### config.mk
export PLATFORM = sky130hd
export DESIGN_NAME = tpu_tile_scheduler
export DESIGN_NICKNAME = d
export VERILOG_FILES = /design/src/rtl/tpu_tile_scheduler.sv
export SDC_FILE = /design/constraint.sdc
export NUM_CORES = 1
export LEC_CHECK = 0
export BUFFER_PORTS_ARGS = -buffer_cell sky130_fd_sc_hd__buf_2
export CAP_MARGIN = 20
export CORE_MARGIN = 1.5
export CORE_UTILIZATION = 50
export CTS_BUF_LIST = sky130_fd_sc_hd__clkbuf_8
export CTS_CLUSTER_DIAMETER = 40
export DETAILED_ROUTE_END_ITERATION = 12
export PLACE_DENSITY = 0.68
export SLEW_MARGIN = 20
export SYNTH_ARGS = -nofsm -noshare
export SYNTH_HDL_FRONTEND = slang
export SYNTH_SLANG_ARGS = --single-unit
export TNS_END_PERCENT = 5
### constraint.sdc
create_clock -name clk_i -period 11.8 [get_ports clk_i]
set_clock_uncertainty 0.05 [all_clocks]
set_input_delay 2.36 -clock clk_i [delete_from_list [all_inputs] [get_ports clk_i]]
set_output_delay 2.36 -clock clk_i [all_outputs]
set_load 0.05 [all_outputs]
### src/rtl/tpu_tile_scheduler.sv
// ============================================================================
// Module   : tpu_tile_scheduler
// Brief    : Walks an MxKxN matmul as TILE-sized tiles and drives the engine.
// Revision : 1.0
// ============================================================================
`default_nettype none

module tpu_tile_scheduler #(
    parameter int ADDR_WIDTH = 12,
    parameter int TILE       = 10
) (
    input  logic                  clk_i,
    input  logic                  rst_i,
    input  logic                  start_i,
    input  logic [ADDR_WIDTH-1:0] m_i,
    input  logic [ADDR_WIDTH-1:0] k_i,
    input  logic [ADDR_WIDTH-1:0] n_i,
    input  logic [ADDR_WIDTH-1:0] base_addra_i,
    input  logic [ADDR_WIDTH-1:0] base_addrb_i,
    input  logic [ADDR_WIDTH-1:0] base_addrp_i,
    output logic                  busy_o,
    output logic                  done_o,
    output logic                  err_o,
    output logic                  eng_start_o,
    input  logic                  eng_valid_i,
    output logic [ADDR_WIDTH-1:0] eng_m_o,
    output logic [ADDR_WIDTH-1:0] eng_k_o,
    output logic [ADDR_WIDTH-1:0] eng_n_o,
    output logic [ADDR_WIDTH-1:0] eng_addra_o,
    output logic [ADDR_WIDTH-1:0] eng_addrb_o,
    output logic [ADDR_WIDTH-1:0] eng_addrp_o,
    output logic [ADDR_WIDTH-1:0] eng_stra_o,
    output logic [ADDR_WIDTH-1:0] eng_strp_o,
    output logic                  eng_acc_o
);

    typedef enum logic [2:0] {
        S_IDLE    = 3'd0,
        S_CHECK   = 3'd1,
        S_ISSUE   = 3'd2,
        S_WAIT    = 3'd3,
        S_ADVANCE = 3'd4,
        S_DONE    = 3'd5
    } state_t;

    localparam logic [ADDR_WIDTH-1:0] C_TILE   = ADDR_WIDTH'(TILE);
    localparam logic [ADDR_WIDTH:0]   C_TILE_X = (ADDR_WIDTH+1)'(TILE);
    localparam logic [ADDR_WIDTH:0]   C_RND_X  = (ADDR_WIDTH+1)'(TILE - 1);

    state_t r_state, w_state_nxt;

    logic [ADDR_WIDTH-1:0] r_m, r_k, r_n;
    logic [ADDR_WIDTH-1:0] r_base_a, r_base_b, r_base_p;
    logic [ADDR_WIDTH-1:0] r_m_rem, r_k_rem, r_n_rem;
    logic [ADDR_WIDTH-1:0] r_wa, r_wb, r_wa_t, r_wb_t;
    logic [ADDR_WIDTH-1:0] r_a_row, r_b_col, r_p_row;
    logic [ADDR_WIDTH-1:0] r_addra, r_addrb, r_addrp;
    logic                  r_acc;
    logic                  r_err;

    logic [ADDR_WIDTH:0]   w_k_rnd, w_n_rnd;
    logic [ADDR_WIDTH-1:0] w_wa, w_wb, w_wa_t, w_wb_t;
    logic                  w_zero;
    logic                  w_last;
    logic                  w_k_wrap, w_n_wrap;

    // Words per row; TILE is a constant so these reduce to fixed logic.
    assign w_k_rnd = {1'b0, r_k} + C_RND_X;
    assign w_n_rnd = {1'b0, r_n} + C_RND_X;
    assign w_wa    = ADDR_WIDTH'(w_k_rnd / C_TILE_X);
    assign w_wb    = ADDR_WIDTH'(w_n_rnd / C_TILE_X);
    assign w_wa_t  = w_wa * C_TILE;
    assign w_wb_t  = w_wb * C_TILE;
    assign w_zero  = (r_m == '0) || (r_k == '0) || (r_n == '0);

    // Remaining extent along each axis doubles as the tile index.
    assign w_k_wrap = (r_k_rem <= C_TILE);
    assign w_n_wrap = (r_n_rem <= C_TILE);
    assign w_last   = w_k_wrap && w_n_wrap && (r_m_rem <= C_TILE);

    assign eng_m_o     = (r_m_rem > C_TILE) ? C_TILE : r_m_rem;
    assign eng_k_o     = (r_k_rem > C_TILE) ? C_TILE : r_k_rem;
    assign eng_n_o     = (r_n_rem > C_TILE) ? C_TILE : r_n_rem;
    assign eng_addra_o = r_addra;
    assign eng_addrb_o = r_addrb;
    assign eng_addrp_o = r_addrp;
    assign eng_stra_o  = r_wa;
    assign eng_strp_o  = r_wb;
    assign eng_acc_o   = r_acc;

    always_ff @(posedge clk_i) begin
        if (rst_i) begin
            r_state <= S_IDLE;
        end else begin
            r_state <= w_state_nxt;
        end
    end

    always_comb begin
        w_state_nxt = r_state;
        busy_o      = 1'b1;
        done_o      = 1'b0;
        err_o       = 1'b0;
        eng_start_o = 1'b0;
        case (r_state)
            S_IDLE: begin
                busy_o = 1'b0;
                if (start_i) begin
                    w_state_nxt = S_CHECK;
                end
            end
            S_CHECK: begin
                w_state_nxt = w_zero ? S_DONE : S_ISSUE;
            end
            S_ISSUE: begin
                eng_start_o = 1'b1;
                w_state_nxt = S_WAIT;
            end
            S_WAIT: begin
                if (eng_valid_i) begin
                    w_state_nxt = w_last ? S_DONE : S_ADVANCE;
                end
            end
            S_ADVANCE: begin
                w_state_nxt = S_ISSUE;
            end
            S_DONE: begin
                done_o      = 1'b1;
                err_o       = r_err;
                w_state_nxt = S_IDLE;
            end
            default: begin
                w_state_nxt = S_IDLE;
            end
        endcase
    end

    always_ff @(posedge clk_i) begin
        if (rst_i) begin
            r_m      <= '0;
            r_k      <= '0;
            r_n      <= '0;
            r_base_a <= '0;
            r_base_b <= '0;
            r_base_p <= '0;
            r_m_rem  <= '0;
            r_k_rem  <= '0;
            r_n_rem  <= '0;
            r_wa     <= '0;
            r_wb     <= '0;
            r_wa_t   <= '0;
            r_wb_t   <= '0;
            r_a_row  <= '0;
            r_b_col  <= '0;
            r_p_row  <= '0;
            r_addra  <= '0;
            r_addrb  <= '0;
            r_addrp  <= '0;
            r_acc    <= 1'b0;
            r_err    <= 1'b0;
        end else begin
            case (r_state)
                S_IDLE: begin
                    if (start_i) begin
                        r_m      <= m_i;
                        r_k      <= k_i;
                        r_n      <= n_i;
                        r_m_rem  <= m_i;
                        r_k_rem  <= k_i;
                        r_n_rem  <= n_i;
                        r_base_a <= base_addra_i;
                        r_base_b <= base_addrb_i;
                        r_base_p <= base_addrp_i;
                    end
                end
                S_CHECK: begin
                    r_wa    <= w_wa;
                    r_wb    <= w_wb;
                    r_wa_t  <= w_wa_t;
                    r_wb_t  <= w_wb_t;
                    r_a_row <= r_base_a;
                    r_addra <= r_base_a;
                    r_b_col <= r_base_b;
                    r_addrb <= r_base_b;
                    r_p_row <= r_base_p;
                    r_addrp <= r_base_p;
                    r_acc   <= 1'b0;
                    r_err   <= w_zero;
                end
                S_ADVANCE: begin
                    if (!w_k_wrap) begin
                        r_k_rem <= r_k_rem - C_TILE;
                        r_addra <= r_addra + 1'b1;
                        r_addrb <= r_addrb + r_wb_t;
                        r_acc   <= 1'b1;
                    end else begin
                        r_k_rem <= r_k;
                        r_acc   <= 1'b0;
                        if (!w_n_wrap) begin
                            r_n_rem <= r_n_rem - C_TILE;
                            r_addra <= r_a_row;
                            r_b_col <= r_b_col + 1'b1;
                            r_addrb <= r_b_col + 1'b1;
                            r_addrp <= r_addrp + 1'b1;
                        end else begin
                            r_n_rem <= r_n;
                            r_m_rem <= r_m_rem - C_TILE;
                            r_a_row <= r_a_row + r_wa_t;
                            r_addra <= r_a_row + r_wa_t;
                            r_b_col <= r_base_b;
                            r_addrb <= r_base_b;
                            r_p_row <= r_p_row + r_wb_t;
                            r_addrp <= r_p_row + r_wb_t;
                        end
                    end
                end
                default: begin
                end
            endcase
        end
    end

endmodule

`default_nettype wire

==> flow_summary.toml <==
[cells_and_area]
final_cell_area_sq_um = 16900
syn_to_final_growth_pct = 10.5
antenna_cells = 0
n_fill_cell = 2974
final_util_pct = 56.6
fin_nets = 2329
final_layout_size_suffix_gt1_share_pct = 12.1

[min_path]
min-delay-start = "eng_stra_o[6]"
hold_class = "reg2reg"

[synthesis]
synth_cell_type_count = 90
yosysSeqAreaShare_pct = 29.3
syn_inst = 2110
synth-edff-count = 0
synth_warnings = 0
syn_area_sq_um = 15200
synthFlopType = "dfxtp_1"
synth_seq_cells = 223
synthArstFlopShare_pct = 0
syn_avg_cell_area_sq_um = 7.23

[timing]
timing.fmax_ghz = 0.148
rsz0062_at_grt = "false"
finalHoldViolations = 0
setup_tns_ps = 0
setup_violations = 0
setup_ws_ps = 5030
fin_crit_sh_pct = 57.4
slew_headroom_pct = 33.8
fin_crit_ps = 6770
tightest_slew_ps = 993
final_max_slew_viol_count = 0

[route]
drt_iter0_drc = 1354
antenna_left = 0
viasPerCell = 6.00
drcViolationCount = 0
drt-pass1-iter-count = 6
drt_wl_total_mm = 46.1
post_drt_wl_per_cell_um = 17.8
vias = 15600

[clock_network]
clock-sinks = 223
ctsRootBufferMaster = "clkbuf_8"
cts_resized = 0
clk_pin_slew_ps = 60
clk_latency_ps = 570
clk_path_buf_depth = 3
cts_hold_buf = 0
cts_made_buffers = 43
post-cts-setup-buffers = 0
h-tree-depth = 2
cts_tree = "yes"

[global_routing]
grt_start_max_net_pins = 150
grt-ovfl-total = 0
antenna_found_initial = 0
first_global_vias = 14400
grt_pass1_wl_mm = 73.9
grt_use_total_pct = 28.9

[floorplan]
start_util_pct = 51.2
die_h_um = 178
core-area_sq_um = 29800
die_area_sq_um = 31600
rows = 63
die_w_um = 178
pin_count = 177

[power_and_ir_drop]
power_frac_comb_pct = 59.0
switchingPower_w = 0.00261
clkPwrFrac_pct = 16.1
intPower_w = 0.00243
irDropWorstVdd_mv = 0.137
switching_share_pct = 51.7
power_w = 0.00504
p_seq_share_pct = 25.0
power.density_nw_per_um2 = 299
p_leak_nw = 6.82

[critical_path]
cp-start-kind = "flip-flop"
cp_data_arrival_time_ps = 7190
path_max_fanout = 14
crit_required_ps = 12220
cp-end-kind = "flip-flop"
r2r-start = "r_k[0]"
crit_start = "r_k[0]"
crit_type = "reg2reg"

[placed_design]
place_congestion = 0.888
portBuffers = 148
dp_worst_setup_slack_ps = 5230
dp_hpwl_mm = 31.8
placed_area_sq_um = 16000

[run_status]
outcome = "complete, no violations"

[flow_run]
drv_cap = 0
[layout by cell type (no fill, tap or decap), types with 18 or more instances in the layout]
master    synthesis  routed
a211oi_1         48      48
a21o_1           26      26
a21oi_1         233     233
a311oi_1         28      28
a31oi_1          27      27
and3_1           21      21
buf_2             8     147
buf_4            34      18
clkbuf_8          0      48
conb_1            1      28
dfxtp_1         223     223
ha_1             72      72
inv_1            59      69
nand2_1         364     361
nand3_1          56      56
nor2_1          204     202
nor3_1           57      56
o21ai_0         102     101
xnor2_1          66      66
xor2_1           30      30
[per-layer routing]
metal | vias up | global-route usage [%] | part of all wire [%] | routed length, um
li1 | 7609 | - | - | -
met1 | 7286 | 40.3 | 46 | 21200
met2 | 587 | 45.2 | 44 | 20300
met3 | 90 | 4.07 | 6.6 | 3050
met4 | 0 | 10.9 | 3.4 | 1550
met5 | - | 0 | 0 | 0
[power groups by stage]
stage / clock network, W / logic [W] / registers (W)
6_report: 0.000810 / 0.00297 / 0.00126
5_1_grt: 0.000860 / 0.00328 / 0.00129
4_1_cts: 0.000822 / 0.00294 / 0.00125
3_5_place_dp: 0 / 0.00292 / 0.00127
3_3_place_gp: 0 / 0.00289 / 0.00126
2_1_floorplan: 0 / 0.00212 / 0.00134
[metrics by stage]
| step | hold slack, ps | std cells |
|---|---|---|
| after floorplan | 383 | 2137 |
| after global placement | 390 | 2520 |
| after detailed placement | 397 | 2520 |
| after CTS | 405 | 2593 |
| after global routing | 424 | 2594 |
| final | 403 | 2594 |
[kinds of logic (layout without fill, tap and decap cells)]
group                    Yosys count  after routing  synth area share, %
multiplexers                       7              7                0.468
AND/OR/NAND/NOR                  826            826                 24.2
adder cells (fa/ha/maj)           81             81                 6.83
other                              1             28               0.0246
buffers and inverters            234            301                 6.66
XOR/XNOR                          96             96                 5.51
flip-flops                       223            223                 29.3
AO/OA/AOI/OAI                    642            642                 27.1
[worst paths after layout]
path / slack, ps / to / cells after the start
hold reg to reg: 400 / eng_stra_o[6] / 2
setup / recovery: 5030 / r_wa_t[11] / 25
setup reg to reg: 5030 / r_wa_t[11] / 25
hold / removal: 400 / eng_stra_o[6] / 2
[synthesized netlist by cell type (all sizes together), types with 6 or more instances]
| cell | number | area share (%) |
|---|---|---|
| o21a | 14 | 0.74 |
| o31ai | 12 | 0.59 |
| and2 | 12 | 0.49 |
| or2 | 8 | 0.33 |
| a2111oi | 10 | 0.57 |
| nor2b | 17 | 0.70 |
| nand2 | 365 | 9.0 |
| inv | 61 | 1.5 |
| a211oi | 48 | 2.4 |
| a31oi | 27 | 1.1 |
| a21o | 26 | 1.3 |
| a311oi | 28 | 1.6 |
| xnor2 | 66 | 3.8 |
| and3 | 21 | 0.86 |
| nor3 | 60 | 2.1 |
| xor2 | 30 | 1.7 |
| nand4 | 15 | 0.66 |
| or3 | 10 | 0.41 |
| nor2 | 204 | 5.0 |
| o21bai | 14 | 0.69 |
| a21oi | 234 | 7.7 |
| buf | 46 | 2.0 |
| nor4 | 16 | 0.70 |
| a221oi | 12 | 0.69 |
| o211ai | 17 | 0.84 |
| nand2b | 17 | 0.70 |
| a2bb2oi | 8 | 0.50 |
| ha | 72 | 5.9 |
| o22ai | 9 | 0.37 |
| o32ai | 7 | 0.40 |
| clkbuf | 127 | 3.1 |
| dfxtp | 223 | 29 |
| nand3 | 56 | 1.8 |
| mux2i | 6 | 0.39 |
| o21ai | 106 | 3.5 |
| a22oi | 6 | 0.33 |
| or4 | 6 | 0.30 |
[worst max-delay path, cell delays in order (launching register included)]
cell,delay [ps]
dfxtp_1,470
ha_1,310
a21oi_2,170
nor3_1,310
or2_0,700
a31oi_1,150
o41ai_1,490
o31ai_1,150
o32ai_1,250
or2_1,360
a2111oi_0,170
o31a_1,400
or4_1,510
a311oi_1,280
o21bai_1,120
ha_1,200
ha_1,190
a21o_1,180
a21o_1,200
a21o_1,180
a21oi_1,220
o21bai_1,90
a21oi_1,170
xnor2_1,130
nand2_1,60
a21oi_1,160
[area by class of cell]
class,instances,area [sq um],share of cell area (%)
well taps,390,488,2.90
clock buffers,47,647,3.84
multi-input cells,1680,9890,58.7
clock inverters,26,243,1.44
flip-flops and latches,223,4460,26.5
repair buffers,167,892,5.29
inverters,61,229,1.36
No activity file was read; power rests on OpenSTA's default activity.
